File: config.mk
export PLATFORM = sky130hd
export DESIGN_NAME = multicycle_controller_flat
export DESIGN_NICKNAME = d
export VERILOG_FILES = /design/src/rtl/multicycle_controller_if.sv /design/src/rtl/multicycle_controller.sv /design/src/flat_wrapper.sv
export SDC_FILE = /design/constraint.sdc
export NUM_CORES = 1
export LEC_CHECK = 0
export ABC_AREA = 1
export BUFFER_PORTS_ARGS = -buffer_cell sky130_fd_sc_hd__buf_2
export CORE_MARGIN = 2
export CORE_UTILIZATION = 50
export DETAILED_ROUTE_END_ITERATION = 16
export PLACE_DENSITY = 0.79
export SLEW_MARGIN = 10
export SYNTH_ARGS = -nofsm -noshare
export SYNTH_HDL_FRONTEND = slang
export SYNTH_SLANG_ARGS = --single-unit
File: constraint.sdc
create_clock -name clk -period 2.5 [get_ports clk]
set_input_delay 0.375 -clock clk [delete_from_list [all_inputs] [get_ports clk]]
set_output_delay 0.375 -clock clk [all_outputs]
set_load 0.01 [all_outputs]
File: src/rtl/multicycle_controller_if.sv
// Control/status bundle between the multicycle controller and its datapath.
// The controller takes the master modport; the datapath (or bench) takes the slave modport.
interface multicycle_controller_if;
  localparam int unsigned OPCODE_W = 7;
  localparam int unsigned SEL_W    = 2;
  localparam int unsigned IMM_W    = 3;
  localparam int unsigned STATE_W  = 4;

  logic [OPCODE_W-1:0] opcode;
  logic                zero;
  logic                mem_ready;

  logic                MemReq;
  logic                MemWrite;
  logic                IRWrite;
  logic                PCWrite;
  logic                RegWrite;
  logic                AdrSrc;
  logic [SEL_W-1:0]    ResultsSrc;
  logic [SEL_W-1:0]    ALUSrcA;
  logic [SEL_W-1:0]    ALUSrcB;
  logic [SEL_W-1:0]    ALUop;
  logic [IMM_W-1:0]    ImmSrc;
  logic                Fault;
  logic [STATE_W-1:0]  State;

  modport master (
    input  opcode, zero, mem_ready,
    output MemReq, MemWrite, IRWrite, PCWrite, RegWrite, AdrSrc,
           ResultsSrc, ALUSrcA, ALUSrcB, ALUop, ImmSrc, Fault, State
  );

  modport slave (
    output opcode, zero, mem_ready,
    input  MemReq, MemWrite, IRWrite, PCWrite, RegWrite, AdrSrc,
           ResultsSrc, ALUSrcA, ALUSrcB, ALUop, ImmSrc, Fault, State
  );
endinterface

File: src/rtl/multicycle_controller.sv
// Multicycle RISC-V style control FSM with a memory-stall timeout that parks in a sticky FAULT state.
// Control outputs are a combinational decode of the current state (plus mem_ready/zero gating).
module multicycle_controller #(
  parameter int unsigned MEM_TIMEOUT = 16
) (
  input  logic                   clk,
  input  logic                   rst,
  multicycle_controller_if.master bus
);

  localparam int unsigned CNT_W = (MEM_TIMEOUT < 2) ? 1 : $clog2(MEM_TIMEOUT + 1);
  localparam logic [CNT_W-1:0] CNT_MAX  = CNT_W'(MEM_TIMEOUT);
  localparam logic [CNT_W-1:0] CNT_LAST = (MEM_TIMEOUT == 0) ? '0 : CNT_W'(MEM_TIMEOUT - 1);

  localparam logic [6:0] OP_LOAD  = 7'b0000011;
  localparam logic [6:0] OP_STORE = 7'b0100011;
  localparam logic [6:0] OP_RTYPE = 7'b0110011;
  localparam logic [6:0] OP_ITYPE = 7'b0010011;
  localparam logic [6:0] OP_JAL   = 7'b1101111;
  localparam logic [6:0] OP_BEQ   = 7'b1100011;

  typedef enum logic [3:0] {
    FETCH    = 4'd0,
    DECODE   = 4'd1,
    MEMADR   = 4'd2,
    MEMREAD  = 4'd3,
    MEMWB    = 4'd4,
    MEMWRITE = 4'd5,
    EXECR    = 4'd6,
    ALUWB    = 4'd7,
    EXECI    = 4'd8,
    JAL      = 4'd9,
    BEQ      = 4'd10,
    FAULT    = 4'd15
  } state_t;

  state_t           state;
  state_t           state_next;
  logic [CNT_W-1:0] wait_cnt;
  logic [CNT_W-1:0] wait_cnt_next;
  logic             in_wait;
  logic             stall_limit;

  always_ff @(posedge clk or posedge rst) begin
    if (rst) begin
      state    <= FETCH;
      wait_cnt <= '0;
    end else begin
      state    <= state_next;
      wait_cnt <= wait_cnt_next;
    end
  end

  // Stall that would be the MEM_TIMEOUT-th in a row; a same-cycle mem_ready takes priority.
  always_comb begin
    in_wait     = (state == FETCH) || (state == MEMREAD) || (state == MEMWRITE);
    stall_limit = (MEM_TIMEOUT != 0) && (wait_cnt == CNT_LAST) && !bus.mem_ready;
  end

  always_comb begin
    wait_cnt_next = wait_cnt;
    if (state_next != state) begin
      wait_cnt_next = '0;
    end else if (in_wait && !bus.mem_ready && (wait_cnt != CNT_MAX)) begin
      wait_cnt_next = wait_cnt + CNT_W'(1);
    end
  end

  always_comb begin
    state_next     = state;
    bus.MemReq     = 1'b0;
    bus.MemWrite   = 1'b0;
    bus.IRWrite    = 1'b0;
    bus.PCWrite    = 1'b0;
    bus.RegWrite   = 1'b0;
    bus.AdrSrc     = 1'b0;
    bus.ResultsSrc = 2'b00;
    bus.ALUSrcA    = 2'b00;
    bus.ALUSrcB    = 2'b00;
    bus.ALUop      = 2'b00;
    bus.ImmSrc     = 3'b000;
    bus.Fault      = 1'b0;

    unique case (state)
      FETCH: begin
        bus.MemReq     = 1'b1;
        bus.ALUSrcB    = 2'b10;
        bus.ResultsSrc = 2'b10;
        bus.IRWrite    = bus.mem_ready;
        bus.PCWrite    = bus.mem_ready;
        if (bus.mem_ready)  state_next = DECODE;
        else if (stall_limit) state_next = FAULT;
      end
      DECODE: begin
        bus.ALUSrcA = 2'b01;
        bus.ALUSrcB = 2'b01;
        bus.ImmSrc  = (bus.opcode == OP_JAL) ? 3'b011 : 3'b010;
        case (bus.opcode)
          OP_LOAD, OP_STORE: state_next = MEMADR;
          OP_RTYPE:          state_next = EXECR;
          OP_ITYPE:          state_next = EXECI;
          OP_JAL:            state_next = JAL;
          OP_BEQ:            state_next = BEQ;
          default:           state_next = FAULT;
        endcase
      end
      MEMADR: begin
        bus.ALUSrcA = 2'b10;
        bus.ALUSrcB = 2'b01;
        if (bus.opcode == OP_STORE) begin
          bus.ImmSrc = 3'b001;
          state_next = MEMWRITE;
        end else begin
          state_next = MEMREAD;
        end
      end
      MEMREAD: begin
        bus.MemReq = 1'b1;
        bus.AdrSrc = 1'b1;
        if (bus.mem_ready)    state_next = MEMWB;
        else if (stall_limit) state_next = FAULT;
      end
      MEMWB: begin
        bus.ResultsSrc = 2'b01;
        bus.RegWrite   = 1'b1;
        state_next     = FETCH;
      end
      MEMWRITE: begin
        bus.MemReq   = 1'b1;
        bus.MemWrite = 1'b1;
        bus.AdrSrc   = 1'b1;
        if (bus.mem_ready)    state_next = FETCH;
        else if (stall_limit) state_next = FAULT;
      end
      EXECR: begin
        bus.ALUSrcA = 2'b10;
        bus.ALUop   = 2'b10;
        state_next  = ALUWB;
      end
      EXECI: begin
        bus.ALUSrcA = 2'b10;
        bus.ALUSrcB = 2'b01;
        bus.ALUop   = 2'b10;
        state_next  = ALUWB;
      end
      ALUWB: begin
        bus.RegWrite = 1'b1;
        state_next   = FETCH;
      end
      JAL: begin
        bus.ALUSrcA = 2'b01;
        bus.ALUSrcB = 2'b10;
        bus.PCWrite = 1'b1;
        state_next  = ALUWB;
      end
      BEQ: begin
        bus.ALUSrcA = 2'b10;
        bus.ALUop   = 2'b01;
        bus.PCWrite = bus.zero;
        state_next  = FETCH;
      end
      FAULT: begin
        bus.Fault = 1'b1;
      end
      // Unused codes 11-14 fall into FAULT on the next edge.
      default: state_next = FAULT;
    endcase
  end

  assign bus.State = state;

endmodule

File: src/flat_wrapper.sv
// flat-port wrapper written by rule: the top's interface ports become plain ports
module multicycle_controller_flat 
#(
  parameter int unsigned MEM_TIMEOUT = 16
)
  (clk, rst, bus_opcode, bus_zero, bus_mem_ready, bus_MemReq, bus_MemWrite, bus_IRWrite, bus_PCWrite, bus_RegWrite, bus_AdrSrc, bus_ResultsSrc, bus_ALUSrcA, bus_ALUSrcB, bus_ALUop, bus_ImmSrc, bus_Fault, bus_State);
  multicycle_controller_if bus_i ();
  input  logic clk;
  input  logic rst;
  input wire logic [$bits(bus_i.opcode)-1:0] bus_opcode;
  input wire logic [$bits(bus_i.zero)-1:0] bus_zero;
  input wire logic [$bits(bus_i.mem_ready)-1:0] bus_mem_ready;
  output wire logic [$bits(bus_i.MemReq)-1:0] bus_MemReq;
  output wire logic [$bits(bus_i.MemWrite)-1:0] bus_MemWrite;
  output wire logic [$bits(bus_i.IRWrite)-1:0] bus_IRWrite;
  output wire logic [$bits(bus_i.PCWrite)-1:0] bus_PCWrite;
  output wire logic [$bits(bus_i.RegWrite)-1:0] bus_RegWrite;
  output wire logic [$bits(bus_i.AdrSrc)-1:0] bus_AdrSrc;
  output wire logic [$bits(bus_i.ResultsSrc)-1:0] bus_ResultsSrc;
  output wire logic [$bits(bus_i.ALUSrcA)-1:0] bus_ALUSrcA;
  output wire logic [$bits(bus_i.ALUSrcB)-1:0] bus_ALUSrcB;
  output wire logic [$bits(bus_i.ALUop)-1:0] bus_ALUop;
  output wire logic [$bits(bus_i.ImmSrc)-1:0] bus_ImmSrc;
  output wire logic [$bits(bus_i.Fault)-1:0] bus_Fault;
  output wire logic [$bits(bus_i.State)-1:0] bus_State;
  assign bus_i.opcode = bus_opcode;
  assign bus_i.zero = bus_zero;
  assign bus_i.mem_ready = bus_mem_ready;
  assign bus_MemReq = bus_i.MemReq;
  assign bus_MemWrite = bus_i.MemWrite;
  assign bus_IRWrite = bus_i.IRWrite;
  assign bus_PCWrite = bus_i.PCWrite;
  assign bus_RegWrite = bus_i.RegWrite;
  assign bus_AdrSrc = bus_i.AdrSrc;
  assign bus_ResultsSrc = bus_i.ResultsSrc;
  assign bus_ALUSrcA = bus_i.ALUSrcA;
  assign bus_ALUSrcB = bus_i.ALUSrcB;
  assign bus_ALUop = bus_i.ALUop;
  assign bus_ImmSrc = bus_i.ImmSrc;
  assign bus_Fault = bus_i.Fault;
  assign bus_State = bus_i.State;
  multicycle_controller #(.MEM_TIMEOUT(MEM_TIMEOUT)) u_core (.clk(clk), .rst(rst), .bus(bus_i));
endmodule
==> flow_summary.toml <==
[logic_synthesis]
ys_warn_count = 0
synth_seq_area_share = 0.225
synth_seq_cells = 9
synthCells = 170
synth_top_area_frac = 0.225
synth_cell_types = 24
synth_area_leader_cell = "dfrtp_1"
syn_nets = 184
synth_area_leaders = "dfrtp_1, nand2_1, inv_1"
syn_area_sq_mm = 0.00100
avgSynthCellArea_sq_um = 5.89

[timing]
skew_ns = 0.000809
period_share = 0.784
timing.final.ws_setup_ns = 0.541
min_period_ns = 1.96
setup_tns_ns = 0
slew_viol_final = 0
max_clock_freq_ghz = 0.510
finalHoldViolations = 0
rsz0062_at_grt = "no"
fin_hold_ws_ns = 0.0432
setup_viol_count_final = 0

[setup_path]
crit_family = "simple AND/OR/NAND/NOR gates"
worstPathRequired_ns = 2.12
arrival_ns = 1.58
endpoint_kind = "output pin"
critical_path_class = "reg -> out"
cp_cell_sequence = "nor2_1 -> nand2_2 -> nor2_2 -> inv_1 -> nand3_1 -> buf_2"
start_kind = "register"
rr_startpoint = "u_core.wait_cnt[0]"
crit_path_start = "u_core.bus.State[1]"
r2r_setup_slack_ns = 0.58
cpPeakStageDelay_ns = 0.47
path_buf_inv = 2
crit_fanout = 7
critPathSlowestCell = "dfrtp_1"

[clock_tree]
cts_root_buf = "clkbuf_4"
numCtsBuffers = 3
cts_buffer_depth = 2
cts_resized = 0
h-tree-depth = 1
clk_pin_slew_ns = 0.06
clk_latency_ns = 0.27
cts_tree = "built"
cts_setup_buffers = 0
hold_buffers = 0
cts_sinks = 9

[die]
die_h_um = 48.7
core_area_sq_mm = 0.00192
dieArea_sq_mm = 0.00238
start_util = 0.521
io_pins = 33
rows = 16
fp.dieW_um = 48.7

[global_routing]
grt_overflow = 0
grt_pass1_wl_mm = 4.09
first_global_vias = 980
grtUsageTotal = 0.219
antenna_found_initial = 0
grt_max_degree = 11

[job]
drv_cap = 0

[detailed_routing]
dr_total_vias = 1080
firstDrtPassIters = 4
met1_length_mm = 1.07
drc_errors = 0
drtIter0Drc = 17
met3_length_um = 116
top_layer_used = "met4"
detail-route-antenna-nets = 0
drt-vias-per-instance = 4.70
wl_per_cell_um = 10.0
wl_met2_mm = 1.07
wl_mm = 2.30

[final_layout]
final_area_sq_mm = 0.00120
drive_gt1_frac = 0.266
final_common_cell = "nand2_1"
diodes = 0
syn_to_final_growth_pct = 19.8
fillerInstances = 201
fin_nets = 218
final_cell_mix = "nand2_1, buf_2, inv_1"

[placed_design]
hpwl_mm = 1.92
dp_slack_ns = 0.576
gp_congestion = 0.925
place.port_buffers = 31
placed_area_sq_mm = 0.00117

[pwr]
vdd_drop_max_v = 0.000517
leakage_nw = 0.719
powerDensity_mw_per_mm2 = 1060

[hold_path]
hold_class = "in -> async"

[outcome]
outcome = "complete, no violations"
-- cells in the mapped netlist --
cell / instances
a21oi_1: 5
nand2_2: 7
mux2_2: 1
nor3_1: 1
buf_6: 1
nor2_4: 2
conb_1: 1
ha_1: 3
o21ai_2: 1
nand4_1: 2
buf_4: 1
o21ai_0: 6
inv_2: 1
inv_1: 29
dfrtp_1: 9
nand3_4: 1
nand3_1: 13
nand3b_1: 1
nand2_1: 48
xor2_1: 3
and2_4: 1
a31oi_1: 1
nor2_2: 5
nor2_1: 27
-- power breakdown --
group	leakage, nW	switching, mW	internal [mW]
sequential	0.116	0.0759	0.184
clock	0.0177	0.0568	0.0593
combinational	0.586	0.565	0.328
-- metal layers --
metal  global-route usage  vias up
met1                0.287      468
met4                0.100        0
met5                    0        -
met2                0.338       24
met3               0.0556        4
li1                     -      584
-- state kept, by name (all words and copies together) (netlist names) --
| register | flops |
|---|---|
| u_core.wait_cnt | 5 |
| u_core.bus.State | 4 |
-- final cells by class --
class | instances | area (sq um) | share of cell area
repair buffers | 31 | 155 | 0.129
clock inverters | 1 | 5.00 | 0.00418
well taps | 27 | 33.8 | 0.0282
inverters | 30 | 113 | 0.0939
clock buffers | 3 | 22.5 | 0.0188
multi-input cells | 129 | 644 | 0.538
flip-flops and latches | 9 | 225 | 0.188
-- through the flow --
stage,utilization,instances,power (mW)
4_1_cts,0.624,230,1.27
3_3_place_gp,0.609,226,1.14
2_1_floorplan,-,170,0.921
5_1_grt,0.624,230,1.40
6_report,0.624,230,1.27
3_5_place_dp,0.609,226,1.15
-- kinds of logic (layout without fill, tap and decap cells) --
group / after synthesis / after routing / synth area share
mux: 1 / 1 / 0.0112
simple gates: 108 / 108 / 0.495
buf+inv: 32 / 65 / 0.131
fa+ha+maj: 3 / 3 / 0.0375
xor+xnor: 3 / 3 / 0.0263
compound gates: 13 / 13 / 0.0700
other cells: 1 / 1 / 0.00375
flops: 9 / 9 / 0.225
-- worst paths after layout --
path	to	cells past startpoint
worst max-delay path	bus_PCWrite	6
worst min-delay path	u_core.bus.State[1]	2
worst max register to register	u_core.wait_cnt[3]	15
worst min register to register	u_core.wait_cnt[0]	2
max in group asynchronous	u_core.bus.State[3]	2
min in group clk	u_core.bus.State[0]	4
-- worst register-to-register path: cells and delay by family (launching register included) --
kind / cells / cell delay, ns
simple gates: 10 / 0.79
flops: 1 / 0.41
fa+ha+maj: 2 / 0.38
compound gates: 1 / 0.15
buf+inv: 2 / 0.11
No activity file was read; power rests on OpenSTA's default activity.
